File: src/rtl/bus_xbar_fsm_if.sv
// CPU-side access port of the bus crossbar: valid/ready request with a
// one-cycle rvalid response carrying rdata/error.
interface bus_xbar_fsm_if #(
  parameter int XLEN = 32
);
  logic              acs_valid;
  logic              acs_ready;
  logic              acs_wr;
  logic [XLEN/8-1:0] acs_bytes;
  logic [XLEN-1:0]   acs_addr;
  logic [XLEN-1:0]   acs_wdata;
  logic              acs_rvalid;
  logic [XLEN-1:0]   acs_rdata;
  logic              acs_error;

  // The CPU / load-store unit side issues requests.
  modport master (
    output acs_valid, acs_wr, acs_bytes, acs_addr, acs_wdata,
    input  acs_ready, acs_rvalid, acs_rdata, acs_error
  );

  // The crossbar accepts requests and returns responses.
  modport slave (
    input  acs_valid, acs_wr, acs_bytes, acs_addr, acs_wdata,
    output acs_ready, acs_rvalid, acs_rdata, acs_error
  );
endinterface

File: src/rtl/bus_xbar_fsm.sv
// Registered address-decode crossbar. One CPU access in flight at a time:
// the address MSBs select one of NSLV slave ports, the select is held until
// that slave answers (or the access times out), and the result is returned
// to the CPU as a single rvalid pulse. Unmapped addresses answer with error.
module bus_xbar_fsm #(
  parameter int                    XLEN     = 32,
  parameter int                    NSLV     = 4,
  parameter int                    SEL_W    = 5,
  parameter logic [NSLV*SEL_W-1:0] SLV_BASE = {5'b10110, 5'b10100, 5'b10000, 5'b00000},
  parameter logic [NSLV-1:0]       SLV_EN   = 4'b0111,
  parameter int                    TIMEOUT  = 255
) (
  input  logic                 clk,
  input  logic                 rst_n,
  bus_xbar_fsm_if.slave        acs,
  output logic [NSLV-1:0]      s_cen,
  output logic                 s_wr,
  output logic [XLEN/8-1:0]    s_strb,
  output logic [31-SEL_W:0]    s_addr,
  output logic [XLEN-1:0]      s_wdata,
  input  logic [NSLV*XLEN-1:0] s_rdata,
  input  logic [NSLV-1:0]      s_rvalid,
  input  logic [NSLV-1:0]      s_error
);

  // Counter only needs to reach TIMEOUT-1; keep at least one bit so a
  // disabled timeout still elaborates cleanly.
  localparam int              CNT_W   = (TIMEOUT > 0) ? $clog2(TIMEOUT + 1) : 1;
  localparam logic [CNT_W-1:0] TO_LAST = CNT_W'((TIMEOUT > 0) ? TIMEOUT - 1 : 0);

  typedef enum logic [1:0] {
    IDLE = 2'd0,
    BUSY = 2'd1,
    ERR  = 2'd2,
    RESP = 2'd3
  } state_t;

  state_t           state;
  logic [CNT_W-1:0] cnt;
  logic             rvalid_q;
  logic [XLEN-1:0]  rdata_q;
  logic             error_q;

  logic [NSLV-1:0]  hit_oh;
  logic             hit;
  logic             hi_ok;
  logic             sel_rvalid;
  logic             sel_error;
  logic [XLEN-1:0]  sel_rdata;

  assign acs.acs_ready  = (state == IDLE);
  assign acs.acs_rvalid = rvalid_q;
  assign acs.acs_rdata  = rdata_q;
  assign acs.acs_error  = error_q;

  // On RV64 the upper address word must be a sign extension of the low
  // word (all zeros or all ones); anything else is outside the bus map.
  if (XLEN > 32) begin : g_hi_chk
    logic [XLEN-33:0] addr_hi;
    assign addr_hi = acs.acs_addr[XLEN-1:32];
    assign hi_ok   = (addr_hi == '0) || (addr_hi == '1);
  end else begin : g_no_hi_chk
    assign hi_ok = 1'b1;
  end

  // Address decode: first enabled slot whose base matches the MSBs wins.
  always_comb begin
    // NOTE: every variable written here gets a default first so no path
    // leaves it unassigned, which would otherwise infer a latch.
    hit_oh = '0;
    hit    = 1'b0;
    for (int k = 0; k < NSLV; k++) begin
      if (!hit && SLV_EN[k] &&
          (acs.acs_addr[31 -: SEL_W] == SLV_BASE[k*SEL_W +: SEL_W])) begin
        hit_oh[k] = 1'b1;
        hit       = 1'b1;
      end
    end
  end

  // Response mux: only the currently selected slot is visible, so strobes
  // on other slots are masked out by the one-hot select.
  always_comb begin
    sel_rvalid = |(s_rvalid & s_cen);
    sel_error  = |(s_error & s_cen);
    sel_rdata  = '0;
    for (int k = 0; k < NSLV; k++) begin
      if (s_cen[k]) begin
        sel_rdata = sel_rdata | s_rdata[k*XLEN +: XLEN];
      end
    end
  end

  // Access FSM with registered slave-side and CPU-response outputs.
  always_ff @(posedge clk or negedge rst_n) begin
    if (!rst_n) begin
      state    <= IDLE;
      cnt      <= '0;
      s_cen    <= '0;
      s_wr     <= 1'b0;
      s_strb   <= '0;
      s_addr   <= '0;
      s_wdata  <= '0;
      rvalid_q <= 1'b0;
      rdata_q  <= '0;
      error_q  <= 1'b0;
    end else begin
      // NOTE: non-blocking assignments throughout so every register sees
      // the pre-edge value of every other; this default is overridden below.
      rvalid_q <= 1'b0;
      case (state)
        IDLE: begin
          if (acs.acs_valid) begin
            s_wr    <= acs.acs_wr;
            s_strb  <= acs.acs_bytes;
            s_addr  <= acs.acs_addr[31-SEL_W:0];
            s_wdata <= acs.acs_wdata;
            cnt     <= '0;
            if (hit && hi_ok) begin
              s_cen <= hit_oh;
              state <= BUSY;
            end else begin
              state <= ERR;
            end
          end
        end

        BUSY: begin
          if (cnt != '1) begin
            cnt <= cnt + 1'b1;
          end
          // A completion in the threshold cycle takes priority over timeout.
          if (sel_rvalid) begin
            rdata_q  <= s_wr ? '0 : sel_rdata;
            error_q  <= sel_error;
            s_cen    <= '0;
            rvalid_q <= 1'b1;
            state    <= RESP;
          end else if ((TIMEOUT != 0) && (cnt == TO_LAST)) begin
            rdata_q  <= '0;
            error_q  <= 1'b1;
            s_cen    <= '0;
            rvalid_q <= 1'b1;
            state    <= RESP;
          end
        end

        ERR: begin
          rdata_q  <= '0;
          error_q  <= 1'b1;
          rvalid_q <= 1'b1;
          state    <= RESP;
        end

        RESP: begin
          state <= IDLE;
        end

        default: begin
          state <= IDLE;
        end
      endcase
    end
  end

endmodule

File: src/flat_wrapper.sv
// flat-port wrapper written by rule: the top's interface ports become plain ports
module bus_xbar_fsm_flat 
#(
  parameter int                    XLEN     = 32,
  parameter int                    NSLV     = 4,
  parameter int                    SEL_W    = 5,
  parameter logic [NSLV*SEL_W-1:0] SLV_BASE = {5'b10110, 5'b10100, 5'b10000, 5'b00000},
  parameter logic [NSLV-1:0]       SLV_EN   = 4'b0111,
  parameter int                    TIMEOUT  = 255
)
  (clk, rst_n, s_cen, s_wr, s_strb, s_addr, s_wdata, s_rdata, s_rvalid, s_error, acs_acs_valid, acs_acs_wr, acs_acs_bytes, acs_acs_addr, acs_acs_wdata, acs_acs_ready, acs_acs_rvalid, acs_acs_rdata, acs_acs_error);
  bus_xbar_fsm_if #(.XLEN(XLEN)) acs_i ();
  input  logic clk;
  input  logic rst_n;
  output logic [NSLV-1:0] s_cen;
  output logic s_wr;
  output logic [XLEN/8-1:0] s_strb;
  output logic [31-SEL_W:0] s_addr;
  output logic [XLEN-1:0] s_wdata;
  input  logic [NSLV*XLEN-1:0] s_rdata;
  input  logic [NSLV-1:0] s_rvalid;
  input  logic [NSLV-1:0] s_error;
  input wire logic [$bits(acs_i.acs_valid)-1:0] acs_acs_valid;
  input wire logic [$bits(acs_i.acs_wr)-1:0] acs_acs_wr;
  input wire logic [$bits(acs_i.acs_bytes)-1:0] acs_acs_bytes;
  input wire logic [$bits(acs_i.acs_addr)-1:0] acs_acs_addr;
  input wire logic [$bits(acs_i.acs_wdata)-1:0] acs_acs_wdata;
  output wire logic [$bits(acs_i.acs_ready)-1:0] acs_acs_ready;
  output wire logic [$bits(acs_i.acs_rvalid)-1:0] acs_acs_rvalid;
  output wire logic [$bits(acs_i.acs_rdata)-1:0] acs_acs_rdata;
  output wire logic [$bits(acs_i.acs_error)-1:0] acs_acs_error;
  assign acs_i.acs_valid = acs_acs_valid;
  assign acs_i.acs_wr = acs_acs_wr;
  assign acs_i.acs_bytes = acs_acs_bytes;
  assign acs_i.acs_addr = acs_acs_addr;
  assign acs_i.acs_wdata = acs_acs_wdata;
  assign acs_acs_ready = acs_i.acs_ready;
  assign acs_acs_rvalid = acs_i.acs_rvalid;
  assign acs_acs_rdata = acs_i.acs_rdata;
  assign acs_acs_error = acs_i.acs_error;
  bus_xbar_fsm #(.XLEN(XLEN), .NSLV(NSLV), .SEL_W(SEL_W), .SLV_BASE(SLV_BASE), .SLV_EN(SLV_EN), .TIMEOUT(TIMEOUT)) u_core (.clk(clk), .rst_n(rst_n), .acs(acs_i), .s_cen(s_cen), .s_wr(s_wr), .s_strb(s_strb), .s_addr(s_addr), .s_wdata(s_wdata), .s_rdata(s_rdata), .s_rvalid(s_rvalid), .s_error(s_error));
endmodule
File: config.mk
export PLATFORM = sky130hd
export DESIGN_NAME = bus_xbar_fsm_flat
export DESIGN_NICKNAME = d
export VERILOG_FILES = /design/src/rtl/bus_xbar_fsm_if.sv /design/src/rtl/bus_xbar_fsm.sv /design/src/flat_wrapper.sv
export SDC_FILE = /design/constraint.sdc
export NUM_CORES = 1
export LEC_CHECK = 0
export CAP_MARGIN = 15
export CORE_AREA = 2 2 120 122
export CTS_CLUSTER_DIAMETER = 40
export DETAILED_ROUTE_END_ITERATION = 7
export DIE_AREA = 0 0 122 124
export HOLD_SLACK_MARGIN = 0.06
export MAX_ROUTING_LAYER = met4
export PLACE_DENSITY_LB_ADDON = 0.05
export SLEW_MARGIN = 20
export SYNTH_ARGS = -nofsm -noshare
export SYNTH_HDL_FRONTEND = slang
export SYNTH_SLANG_ARGS = --single-unit
File: constraint.sdc
create_clock -name clk -period 2.1 [get_ports clk]
set_input_delay 0.63 -clock clk [delete_from_list [all_inputs] [get_ports clk]]
set_output_delay 0.63 -clock clk [all_outputs]
set_load 0.02 [all_outputs]
=== Yosys cells after proc, flatten, opt, wreduce, memory -nomap -nowiden ===
Index checks and enable logic that the tools add are counted.

* Input port bits: 208
* Logic and storage cells: 74
* Register bits after elaboration: 112

* Add/subtract/negate cells: 1
* Equal/unequal tests: 11
* Mux-type cells: 32
* Bitwise operators: 5
* Reductions and logical operators: 15

{| class="wikitable"
|+ Operator list
! cell !! count
|-
| two-way mux 32 bit || 7
|-
| OR 32 bit || 3
|-
| case mux 32 bit (2 select lines) || 1
|-
| two-way mux 4 bit || 4
|-
| two-way mux 8 bit || 2
|-
| case mux 8 bit (2 select lines) || 1
|-
| == test 5 bit, second input constant || 2
|-
| two-way mux 1 bit || 9
|-
| adder 8 x 1 -> 8 bit, second input constant || 1
|-
| AND 4 bit || 2
|-
| == test 8 bit, second input constant || 1
|-
| two-way mux 2 bit || 4
|-
| inequality test 8 bit, second input constant || 1
|-
| case mux 2 bit (4 select lines) || 1
|-
| case mux 4 bit (2 select lines) || 1
|-
| OR reduction 4 bit || 2
|-
| AND reduction 2 bit || 3
|-
| zero test 5 bit || 1
|-
| == test 2 bit, second input constant || 2
|-
| inequality test 2 x 1 -> 1 bit, second input constant || 2
|-
| case mux 1 bit (2 select lines) || 2
|-
| AND reduction 4 bit || 1
|-
| nonzero test 2 bit || 2
|-
| inequality test 3 x 1 -> 1 bit, second input constant || 1
|-
| other kinds (6) || 8
|}

=== Depth between registers and ports, before layout ===
Gate-level depths: netlist (run 1).

* Word-level depth: 11
* Gate-level depth with buffers: 7
* Gate-level depth less buffers: 6

=== Least setup slack after synthesis (run 1) ===
OpenSTA, ideal clock, no wires.

* Path type: in2reg
* Start: in s_rvalid[0]
* End: reg u_core.rdata_q[0] (netlist: u_core.acs.acs_rdata[0])
* Arrival time: 1930 ps
* Path slack: 45 ps
* Cell stages on the path: 5
* Data required time: 1975 ps
* Cell sequence: a222oi_1 > o211ai_2 > nand2_4 > buf_12 > mux2_4

* Cells in the longest elaborated chain, start to end: 4

{| class="wikitable"
|+ RTL lines
! item !! line !! RTL
|-
| start, declared || flat_wrapper.sv:21 || <nowiki>input logic [NSLV-1:0] s_rvalid;</nowiki>
|-
| AND 4 bit * || bus_xbar_fsm.sv:84 || <nowiki>sel_rvalid = |(s_rvalid & s_cen);</nowiki>
|-
| OR reduction 4 bit * || bus_xbar_fsm.sv:84 ||
|-
| two-way mux 32 bit / inequality test 3 x 1 -> 1 bit (equally long branches) || - ||
|-
| case mux 32 bit (2 select lines) / AND reduction 2 bit (equally long branches) || - ||
|-
| end signal, assigned || bus_xbar_fsm.sv:134 || <nowiki>rdata_q <= s_wr ? '0 : sel_rdata;</nowiki>
|-
| end, declared || bus_xbar_fsm.sv:41 || <nowiki>logic [XLEN-1:0] rdata_q;</nowiki>
|}

Mark *: on every way between the ends. The rest lies on a longest branch, timed or not.
A chain may end at the register's enable or synchronous reset.

=== Worst setup path in the final report (run 1) ===
* Start: reg u_core.s_cen[2]
* End: out s_cen[2]

{| class="wikitable"
|+ RTL lines
! item !! line !! RTL
|-
| start, declared || bus_xbar_fsm.sv:16 || <nowiki>output logic [NSLV-1:0] s_cen,</nowiki>
|-
| start signal, assigned || bus_xbar_fsm.sv:120 || <nowiki>s_cen <= hit_oh;</nowiki>
|-
| end, declared || flat_wrapper.sv:15 || <nowiki>output logic [NSLV-1:0] s_cen;</nowiki>
|}

No word-level cell between the ends.

==> run metrics, run 1 <==
status=finished clean; Inserted Diodes=0; number of distinct library cell variants in the gate-level netlist after synthesis=40; clock slew at the register clock pins of the worst setup and hold paths=0.07 ns; via count normalized by instance count=5.06; placed inst area=8190 um^2; Largest stage delay, worst path=0.66 ns; horizontal extent of the die=122 um; # hold bufs at CTS=0; class of the most critical setup path=reg2out; number of antenna violations at the first check in global routing=0; maximum number of buffers from clock root to sink=2; internal power summed over all cells=6.86 mW; final routed wirelength across all metal layers=15800 um; placed cell count=830; H-tree levels=3; global-route wire length before repair=23200 um; Sink Count=111; final net count=880; syn avg cell area=13.6 um^2; vias in the first global route=4600; number of slew-limit violations in the final report=0; Final TNS setup=0 ns; number of non-filler instances in the completed layout=851; sequential share of the synthesized area=54.0%; net switching fraction of the power=34.9%; number of CTS-inserted buffers=9; cell at the slowest stage of the critical path=sky130_fd_sc_hd__clkdlybuf4s50_1; sequential share of power=30.3%; final worst slack=0.0543 ns; total power divided by cell area=1220 nW/um^2; proportion of power drawn by the clock network=16.7%; share of final-layout standard cells stronger than drive strength 1=22.7%; number of top-level pins=311; Peak VDD IR=881 uV; number of vias in the routed layout=4308; power after layout=10.5 mW; aggregate global-route resource usage=20.5%; share of power burned in combinational logic=53.0%; Tmin final=2.05 ns; root buffer selected by CTS=sky130_fd_sc_hd__clkbuf_16; final worst-path cycle share=97.4%; Fin. Hold Viols=0; synthesized instance count=379; highest fanout seen on the critical path=3; area enclosed by the die boundary=15100 um^2; cell breakdown of the critical path=clkdlybuf4s50_1; Design Area, Final=8600 um^2; share of async-settable or async-resettable flops after synthesis=100%; worst hold-check slack=0.213 ns; detailed placer's ending HPWL=11700 um; Skew-Pair Late Insertion Delay=0.35 ns; DR WL/cell=18.6 um; GP Congestion=0.810; cell class contributing the biggest share of worst-path delay=buffers and inverters; leak pwr=3.64 nW; TritonCTS clock tree=yes; DRC violation total after the first TritonRoute iteration=230; Final setup violation count=0; combined area of all synthesized cells=5140 um^2; net switching power of the design=3.67 mW; path type of the worst min-delay path=in2async; maximum clock frequency=489 MHz; unrepaired setup endpoints after global routing=no; required time worst endpoint=1.47 ns; utilization after layout=62.7%; nets in the synthesized netlist=593; Overflow after GRT=0; main flop type after synthesis=sky130_fd_sc_hd__dfrtp_1; Initial DRT Pass Iterations=5; post-placement setup slack=-0.406 ns; starting density of the core=37.5%; Port Buffer Count=275; synthesized flop and latch total=111; DRC errors left=0; Max Clock Skew=0.00637 ns; standard-cell rows=43; Crit. End Element=output port; startpoint class of the critical path=flip-flop; Worst Path Buf+Inv=1; Ys Warns=0; die boundary height=124 um; number of enable-type register cells in the synthesized netlist=0; max-capacitance violation count=0; remaining number of nets flagged by the antenna check after routing=0; layout overhead on the synthesized area=67.3%; crit path DAT=1.42 ns; reg-to-reg slack, setup=0.18 ns; maximum number of pins on one net before global-route repair=44; Core Area=13700 um^2
==> state kept, by name, indices dropped and copies added, names as in the netlist <==
| register | count |
|---|---|
| u_core.s_strb | 4 |
| u_core.acs.acs_rvalid | 1 |
| u_core.s_addr | 27 |
| u_core.s_wdata | 32 |
| u_core.cnt | 8 |
| u_core.state | 2 |
| u_core.acs.acs_rdata | 32 |
| u_core.acs.acs_error | 1 |
| u_core.s_wr | 1 |
| u_core.s_cen | 3 |
==> path summary, 6_finish.rpt <==
check / start / endpoint / cells after the start
worst max-delay path: u_core.s_cen[2] / s_cen[2] / 1
worst min-delay path: rst_n / u_core.acs.acs_rdata[9] / 1
worst max register to register: u_core.state[0] / u_core.cnt[5] / 7
worst min register to register: u_core.s_strb[2] / u_core.s_strb[2] / 1
max in group asynchronous: rst_n / u_core.s_wdata[13] / 2
min in group clk: u_core.s_strb[2] / u_core.s_strb[2] / 1
==> layer usage <==
layer	vias up	track usage (%)	routed length, um
li1	1984	-	-
met1	2087	22.5	6160
met2	210	34.6	7690
met3	27	6.64	1550
met4	0	8.55	418
met5	-	-	0
==> area by class of cell <==
| type | instances | area (um^2) |
|---|---|---|
| flip-flops and latches | 111 | 2780 |
| inverters | 7 | 26.3 |
| repair buffers | 304 | 3100 |
| well taps | 180 | 225 |
| clock buffers | 11 | 253 |
| fillers | 1111 | 5120 |
| clock inverters | 5 | 53.8 |
| multi-input cells | 233 | 2170 |
==> synth_stat cells, types with 2 or more instances <==
cell,count,area (um^2)
sky130_fd_sc_hd__dfrtp_1,111,2780
sky130_fd_sc_hd__mux2_2,68,766
sky130_fd_sc_hd__nor2_1,39,146
sky130_fd_sc_hd__a222oi_1,34,340
sky130_fd_sc_hd__mux2_4,30,450
sky130_fd_sc_hd__clkbuf_1,17,63.8
sky130_fd_sc_hd__nand2_1,8,30.0
sky130_fd_sc_hd__inv_1,7,26.3
sky130_fd_sc_hd__ha_1,6,75.1
sky130_fd_sc_hd__o21ai_0,6,30.0
sky130_fd_sc_hd__buf_6,5,56.3
sky130_fd_sc_hd__nand3_1,5,25.0
sky130_fd_sc_hd__a21oi_1,4,20.0
sky130_fd_sc_hd__buf_12,3,60.1
sky130_fd_sc_hd__nand2b_1,3,18.8
sky130_fd_sc_hd__o31ai_1,3,22.5
sky130_fd_sc_hd__and3_1,2,12.5
sky130_fd_sc_hd__buf_4,2,15.0
sky130_fd_sc_hd__mux2i_1,2,20.0
sky130_fd_sc_hd__o2bb2ai_1,2,17.5
sky130_fd_sc_hd__or4_1,2,15.0
sky130_fd_sc_hd__xor2_1,2,17.5
==> kinds of logic (layout without fill, tap and decap cells) <==
| group | after synthesis | count (layout) | share of synthesized area, % |
|---|---|---|---|
| buffers and inverters | 35 | 327 | 4.40 |
| flip-flops | 111 | 111 | 54.0 |
| XOR/XNOR | 3 | 3 | 0.511 |
| AND/OR/NAND/NOR | 68 | 68 | 6.03 |
| multiplexers | 100 | 100 | 24.0 |
| other | 1 | 1 | 0.0729 |
| adder cells (fa/ha/maj) | 6 | 6 | 1.46 |
| AO/OA/AOI/OAI | 55 | 55 | 9.46 |
==> placed cells by master (no fill, tap or decap), types with 3 or more instances in the layout <==
master and count:
sky130_fd_sc_hd__buf_4 18, sky130_fd_sc_hd__mux2_2 68, sky130_fd_sc_hd__ha_1 5, sky130_fd_sc_hd__clkbuf_16 11, sky130_fd_sc_hd__clkdlybuf4s50_1 271, sky130_fd_sc_hd__o21ai_0 5
sky130_fd_sc_hd__nand3_1 5, sky130_fd_sc_hd__a222oi_1 34, sky130_fd_sc_hd__clkinv_2 3, sky130_fd_sc_hd__nand2b_1 3, sky130_fd_sc_hd__mux2_4 30, sky130_fd_sc_hd__nor2_1 39
sky130_fd_sc_hd__buf_12 7, sky130_fd_sc_hd__a21oi_1 4, sky130_fd_sc_hd__inv_1 7, sky130_fd_sc_hd__dfrtp_1 111, sky130_fd_sc_hd__nand2_1 7
==> power by group through the flow <==
stage / sequential (mW) / combinational, mW / clock, mW
final: 3.20 / 5.58 / 1.76
after global routing: 3.29 / 5.90 / 1.90
after CTS: 3.21 / 5.38 / 1.82
after detailed placement: 3.24 / 5.33 / 0
after global placement: 3.20 / 5.26 / 0
after floorplan: 4.03 / 2.16 / 0
==> worst register-to-register path: cells and delay by family, from the launching register on <==
kind                     cells  cell delay, ns
AO/OA/AOI/OAI                2            0.27
adder cells (fa/ha/maj)      1            0.21
multiplexers                 1            0.25
flip-flops                   1            0.38
AND/OR/NAND/NOR              1            0.50
buffers and inverters        2            0.24
==> timing repair <==
action,CTS,global route
setup endpoints to repair,33,39
setup buffers,1,1
resized for setup,2,10
gates cloned,0,3
pin swaps,2,2
No activity file was read; power rests on OpenSTA's default activity.
==> inputs of run 2 (changes only) <==
PLACE_DENSITY_LB_ADDON = 0.2   (was 0.05)
==> run 2 against run 1 <==
Against the previous run:
- cell area is 0.29% lower
- critical path type is now in2reg
- setup slack improved by 0.013 ns
- sequential share of layout area increased by 0.094 points
- register-to-register slack lost 0.03 ns
- first-iteration DRC count grew 46%
- flip-flop and latch count unchanged
- non-clock buffer count grew 5
- die area stayed put
- global-route usage is 0.79 points higher
- combinational power down 3%
- count of clock-buffer cells in the layout down 1
- sequential power about the same
==> run metrics, run 2 (synthesis results as in run 1) <==
root buffer selected by CTS=sky130_fd_sc_hd__clkbuf_16; highest fanout seen on the critical path=9 (+6); total area of multi-input combinational cells=2160 um^2 (-0.35%); most congested layer reported by global routing=met2; power after layout=10.3 mW (-2.4%); area enclosed by the die boundary=15100 um^2 (unchanged); Core Area=13700 um^2 (unchanged); final net count=885 (+0.57%); met1 usage in global routing=24.5% (+1.9 points); Peak VDD IR=710 uV (-19%); Tmin final=2.03 ns (-0.0127 ns); starting density of the core=37.5% (unchanged); aggregate global-route resource usage=21.3% (+0.79 points); met2 capacity usage during global routing=35.9% (+1.3 points); Max Clock Skew=0.00658 ns (+0.000214 ns); Overflow after GRT=0 (unchanged); via count normalized by instance count=5.09 (+0.45%); status=finished clean; Final setup violation count=0 (unchanged); FF-to-FF path depth=6 (-1); number of top-level pins=311 (unchanged); Initial DRT Pass Iterations=6 (+1); standard-cell rows=43 (unchanged); GP Congestion=0.807 (-0.26%); number of slew-limit violations in the final report=0 (unchanged); DRC errors left=0 (unchanged); max-capacitance violation count=0 (unchanged); TritonCTS clock tree=yes; Sink Count=111 (unchanged); final routed wirelength across all metal layers=16300 um (+2.9%); number of CTS-inserted buffers=9 (unchanged); final worst-path cycle share=96.8% (-0.61 points); number of non-filler instances in the completed layout=856 (+0.59%); Port Buffer Count=275 (unchanged); horizontal extent of the die=122 um (unchanged); global-route wire length before repair=23800 um (+2.5%); Final TNS setup=0 ns (unchanged); Fin. Hold Viols=0 (unchanged); Design Area, Final=8580 um^2 (-0.29%); remaining number of nets flagged by the antenna check after routing=0 (unchanged); startpoint class of the critical path=primary input; clock slew at the register clock pins of the worst setup and hold paths=0.07 ns (about the same); placed cell count=838 (+0.96%); path type of the worst min-delay path=in2async; cell class contributing the biggest share of worst-path delay=buffers and inverters; number of vias in the routed layout=4353 (+1.0%); Largest stage delay, worst path=0.40 ns (-0.26 ns); number of antenna violations at the first check in global routing=0 (unchanged); GR Util met3=6.64% (unchanged); DR WL/cell=19.0 um (+2.3%); maximum clock frequency=492 MHz (+0.63%); Crit. End Element=flip-flop; die boundary height=124 um (unchanged); cell breakdown of the critical path=clkdlybuf4s50_1 -> a222oi_1 -> buf_4 -> o211ai_4 -> nand2_4 -> clkbuf_16 -> mux2_4; cell at the slowest stage of the critical path=sky130_fd_sc_hd__clkdlybuf4s50_1; fillcell total=1119 (+0.72%); class of the most critical setup path=in2reg; logic depth of the worst setup path including buffers=7 (+6); placed inst area=8250 um^2 (+0.73%); maximum number of pins on one net before global-route repair=55 (+25%); most common cell after layout, fill and taps aside=sky130_fd_sc_hd__clkdlybuf4s50_1; required time worst endpoint=2.33 ns (+0.86 ns); commonest cells after routing, fill and taps aside=269 x sky130_fd_sc_hd__clkdlybuf4s50_1, 111 x sky130_fd_sc_hd__dfrtp_1, 68 x sky130_fd_sc_hd__mux2_2; layout overhead on the synthesized area=66.8%; Inserted Diodes=0 (unchanged); maximum number of buffers from clock root to sink=2 (unchanged); leak pwr=3.64 nW (about the same); H-tree levels=3 (unchanged); Skew-Pair Late Insertion Delay=0.35 ns (about the same); share of final-layout standard cells stronger than drive strength 1=22.8% (+0.13 points); crit path DAT=2.26 ns (+0.84 ns); sequential cell area=2780 um^2 (unchanged); DRC violation total after the first TritonRoute iteration=335 (+46%); total power divided by cell area=1200 nW/um^2 (-2.1%); detailed placer's ending HPWL=12500 um (+6.7%); Worst Path Buf+Inv=3 (+2); vias in the first global route=4504 (-2.1%)
==> run 2: cell types whose count changed in the layout (fill, tap and decap cells not counted), moves of 2 or more <==
cell | previous run | this run
sky130_fd_sc_hd__dlygate4sd2_1 | 1 | 4
sky130_fd_sc_hd__buf_4 | 18 | 25
sky130_fd_sc_hd__clkinv_2 | 3 | 1
sky130_fd_sc_hd__clkbuf_8 | 2 | 0
sky130_fd_sc_hd__clkinvlp_4 | 0 | 2
sky130_fd_sc_hd__clkdlybuf4s50_1 | 271 | 269
sky130_fd_sc_hd__clkinv_4 | 0 | 2
==> run 2: final cells by class <==
| cell class | count | share of cell area [%] |
|---|---|---|
| clock buffers | 10 | 2.67 |
| repair buffers | 309 | 36.3 |
| well taps | 180 | 2.63 |
| inverters | 7 | 0.306 |
| flip-flops and latches | 111 | 32.4 |
| multi-input cells | 233 | 25.2 |
| clock inverters | 6 | 0.540 |
==> run 2: per-stage QoR <==
step	worst slack, ns	utilization (%)	hold slack (ns)
6_report	0.0670	62.5	0.210
5_1_grt	-0.00896	62.5	0.228
4_1_cts	0.0208	62.1	0.214
3_5_place_dp	-0.322	60.1	0.491
3_3_place_gp	-0.331	60.1	0.487
2_1_floorplan	0.0445	-	0.334
==> run 2: power by group <==
| part | total, mW | internal [mW] | leakage (nW) | switching (mW) |
|---|---|---|---|---|
| clock | 1.62 | 0.813 | 0.129 | 0.803 |
| sequential | 3.23 | 2.84 | 1.40 | 0.386 |
| combinational | 5.44 | 2.92 | 2.11 | 2.52 |
| total | 10.3 | 6.58 | 3.64 | 3.71 |
==> run 2: layer usage <==
metal	up-vias	wire (um)
li1	1994	-
met1	2129	6300
met2	216	8170
met3	14	1580
met4	0	234
met5	-	0
==> run 2: path summary, 6_finish.rpt <==
path                                          start                        to  slack, ns
max in group asynchronous                     rst_n        u_core.s_wdata[29]       1.26
hold reg to reg            u_core.acs.acs_rdata[27]  u_core.acs.acs_rdata[27]       0.51
hold / removal                                rst_n   u_core.acs.acs_rdata[8]       0.21
setup reg to reg                    u_core.s_cen[0]      u_core.acs.acs_error       0.15
setup / recovery                        s_rvalid[0]  u_core.acs.acs_rdata[24]       0.07
min in group clk           u_core.acs.acs_rdata[27]  u_core.acs.acs_rdata[27]       0.51
==> run 2: timing repair <==
action	CTS	global route
pin swaps	0	2
gates cloned	0	1
endpoints found under the setup margin	4	32
endpoints found under the hold margin	0	0
hold buffers	0	0
resized for setup	4	7
buffers inserted	0	1
==> run 2: worst register-to-register path, cell delays in order (launching register included) <==
cell                       delay, ns
sky130_fd_sc_hd__dfrtp_1        0.41
sky130_fd_sc_hd__buf_4          0.19
sky130_fd_sc_hd__buf_4          0.23
sky130_fd_sc_hd__a222oi_1       0.50
sky130_fd_sc_hd__buf_4          0.20
sky130_fd_sc_hd__nor4b_1        0.24
sky130_fd_sc_hd__nor2_1         0.07
==> inputs of run 3 (changes only) <==
CAP_MARGIN = 20   (was 15)
CTS_CLUSTER_DIAMETER = 80   (was 40)
==> results of run 3 <==
The final DEF is identical to that of run 2; final timing and power are the same.
==> patch, RTL diff (flow settings as in run 2) <==
Reset style: synchronous (`rst_n`), changed in one clocked block.
--- a/src/rtl/bus_xbar_fsm.sv
+++ b/src/rtl/bus_xbar_fsm.sv
@@ -94,3 +94,3 @@
   // Access FSM with registered slave-side and CPU-response outputs.
-  always_ff @(posedge clk or negedge rst_n) begin
+  always_ff @(posedge clk) begin
     if (!rst_n) begin
Function: differs if rst_n is asserted again (counterexample within 4 cycles, from zero or initial values and one cycle with rst_n low); with rst_n held inactive, the same outputs for 4 cycles.
==> patch against run 2 <==
  * Design area is 3.1% lower
  * Synthesized area shrank 4.0%
  * Core utilization is 1.9 points lower
  * Global-route usage is 0.76 points lower
  * First-iteration DRC count is 20% lower
  * Sequential cell count is the same
  * Power fell by 30%
  * Synthesized cell count rose by 68%
  * Die area stayed put
  * Worst setup slack worse by 0.0015 ns
  * Non-clock buffer count is 7 lower
  * Routed wire length shrank 3.2%
  * Critical path type is now reg -> out
  * Largest power group unchanged
==> patch: results (changes against run 2) <==
* First-pass GRT wire length at 24.2 mm (+1.7%)
* Drt pass-1 iters at 4 (-2)
* M1 WL at 6.24 mm (-0.83%)
* Placed inst area at 7980 um2 (-3.3%)
* Capturing point of the worst reg2reg path: u_core.cnt[5]
* RR Startpoint: u_core.state[0]
* Status: completed
* Cells after Synth at 636 (+68%)
* Leak pwr at 3.08 nW (-16%)
* Per-cell routed wire length at 14.6 um (-23%)
* Post-DP HPWL at 11.8 mm (-5.8%)
* Largest net degree at the start of global routing at 111 (+100%)
* Via count at 5,311 (+22%)
* Syn-to-layout area delta at 68.4%
* Ys async rst share at 0 (-1.00)
* Crit path to: s_cen[1]
* Peak VDD IR at 0.000514 V (-28%)
* Syn Nets at 850 (+43%)
* Synth top area cells: dfxtp_1, nand2_1, a21boi_0, a22oi_1, nand4_1
* Total GRT Usage at 0.205 (-0.00760)
* Clock Skews at 0.00873 ns (+0.00215 ns)
* Layout cells sized above 1 at 0.0577 (-0.170)
* Routability cong. at 0.863 (+6.9%)
* Met3 wire len at 1.19 mm (-25%)
* Cell Count Post-Placement at 1,065 (+27%)
* Delay of the slowest cell on the worst path at 0.64 ns (+0.24 ns)
* Synth cell count leaders: nand2_1, dfxtp_1, a21boi_0, clkbuf_1, nand4_1
* Hold Slack at 0.447 ns (+0.236 ns)
* Final WL at 15.8 mm (-3.2%)
## patch: logic make-up (layout without fill, tap and decap cells)
family          count (synthesis)  count (layout)  synth area share
compound gates                154             154             0.215
xor+xnor                        1               1           0.00177
fa+ha+maj                       6               6            0.0152
buf+inv                        58             323            0.0464
flops                         111             111             0.450
mux                             5               5            0.0104
other cells                     1               1          0.000759
simple gates                  300             300             0.260
## patch: cell type report
| type | instances | share of cell area |
|---|---|---|
| clock buffer | 10 | 0.0275 |
| clock inverter | 6 | 0.0102 |
| inverter | 5 | 0.00226 |
| multi-input combinational | 467 | 0.302 |
| sequential | 111 | 0.267 |
| tap | 180 | 0.0271 |
| timing repair buffer | 302 | 0.363 |
## patch: where the power goes
group          internal [mW]  switching [mW]
Sequential              2.37           0.138
Clock                   1.04           0.752
Combinational           1.32            1.62
Total                   4.73            2.51
## patch: timing repair
action / in CTS / in global routing
pin swaps: 0 / 2
setup endpoints to repair: 2 / 23
resized for setup: 2 / 4
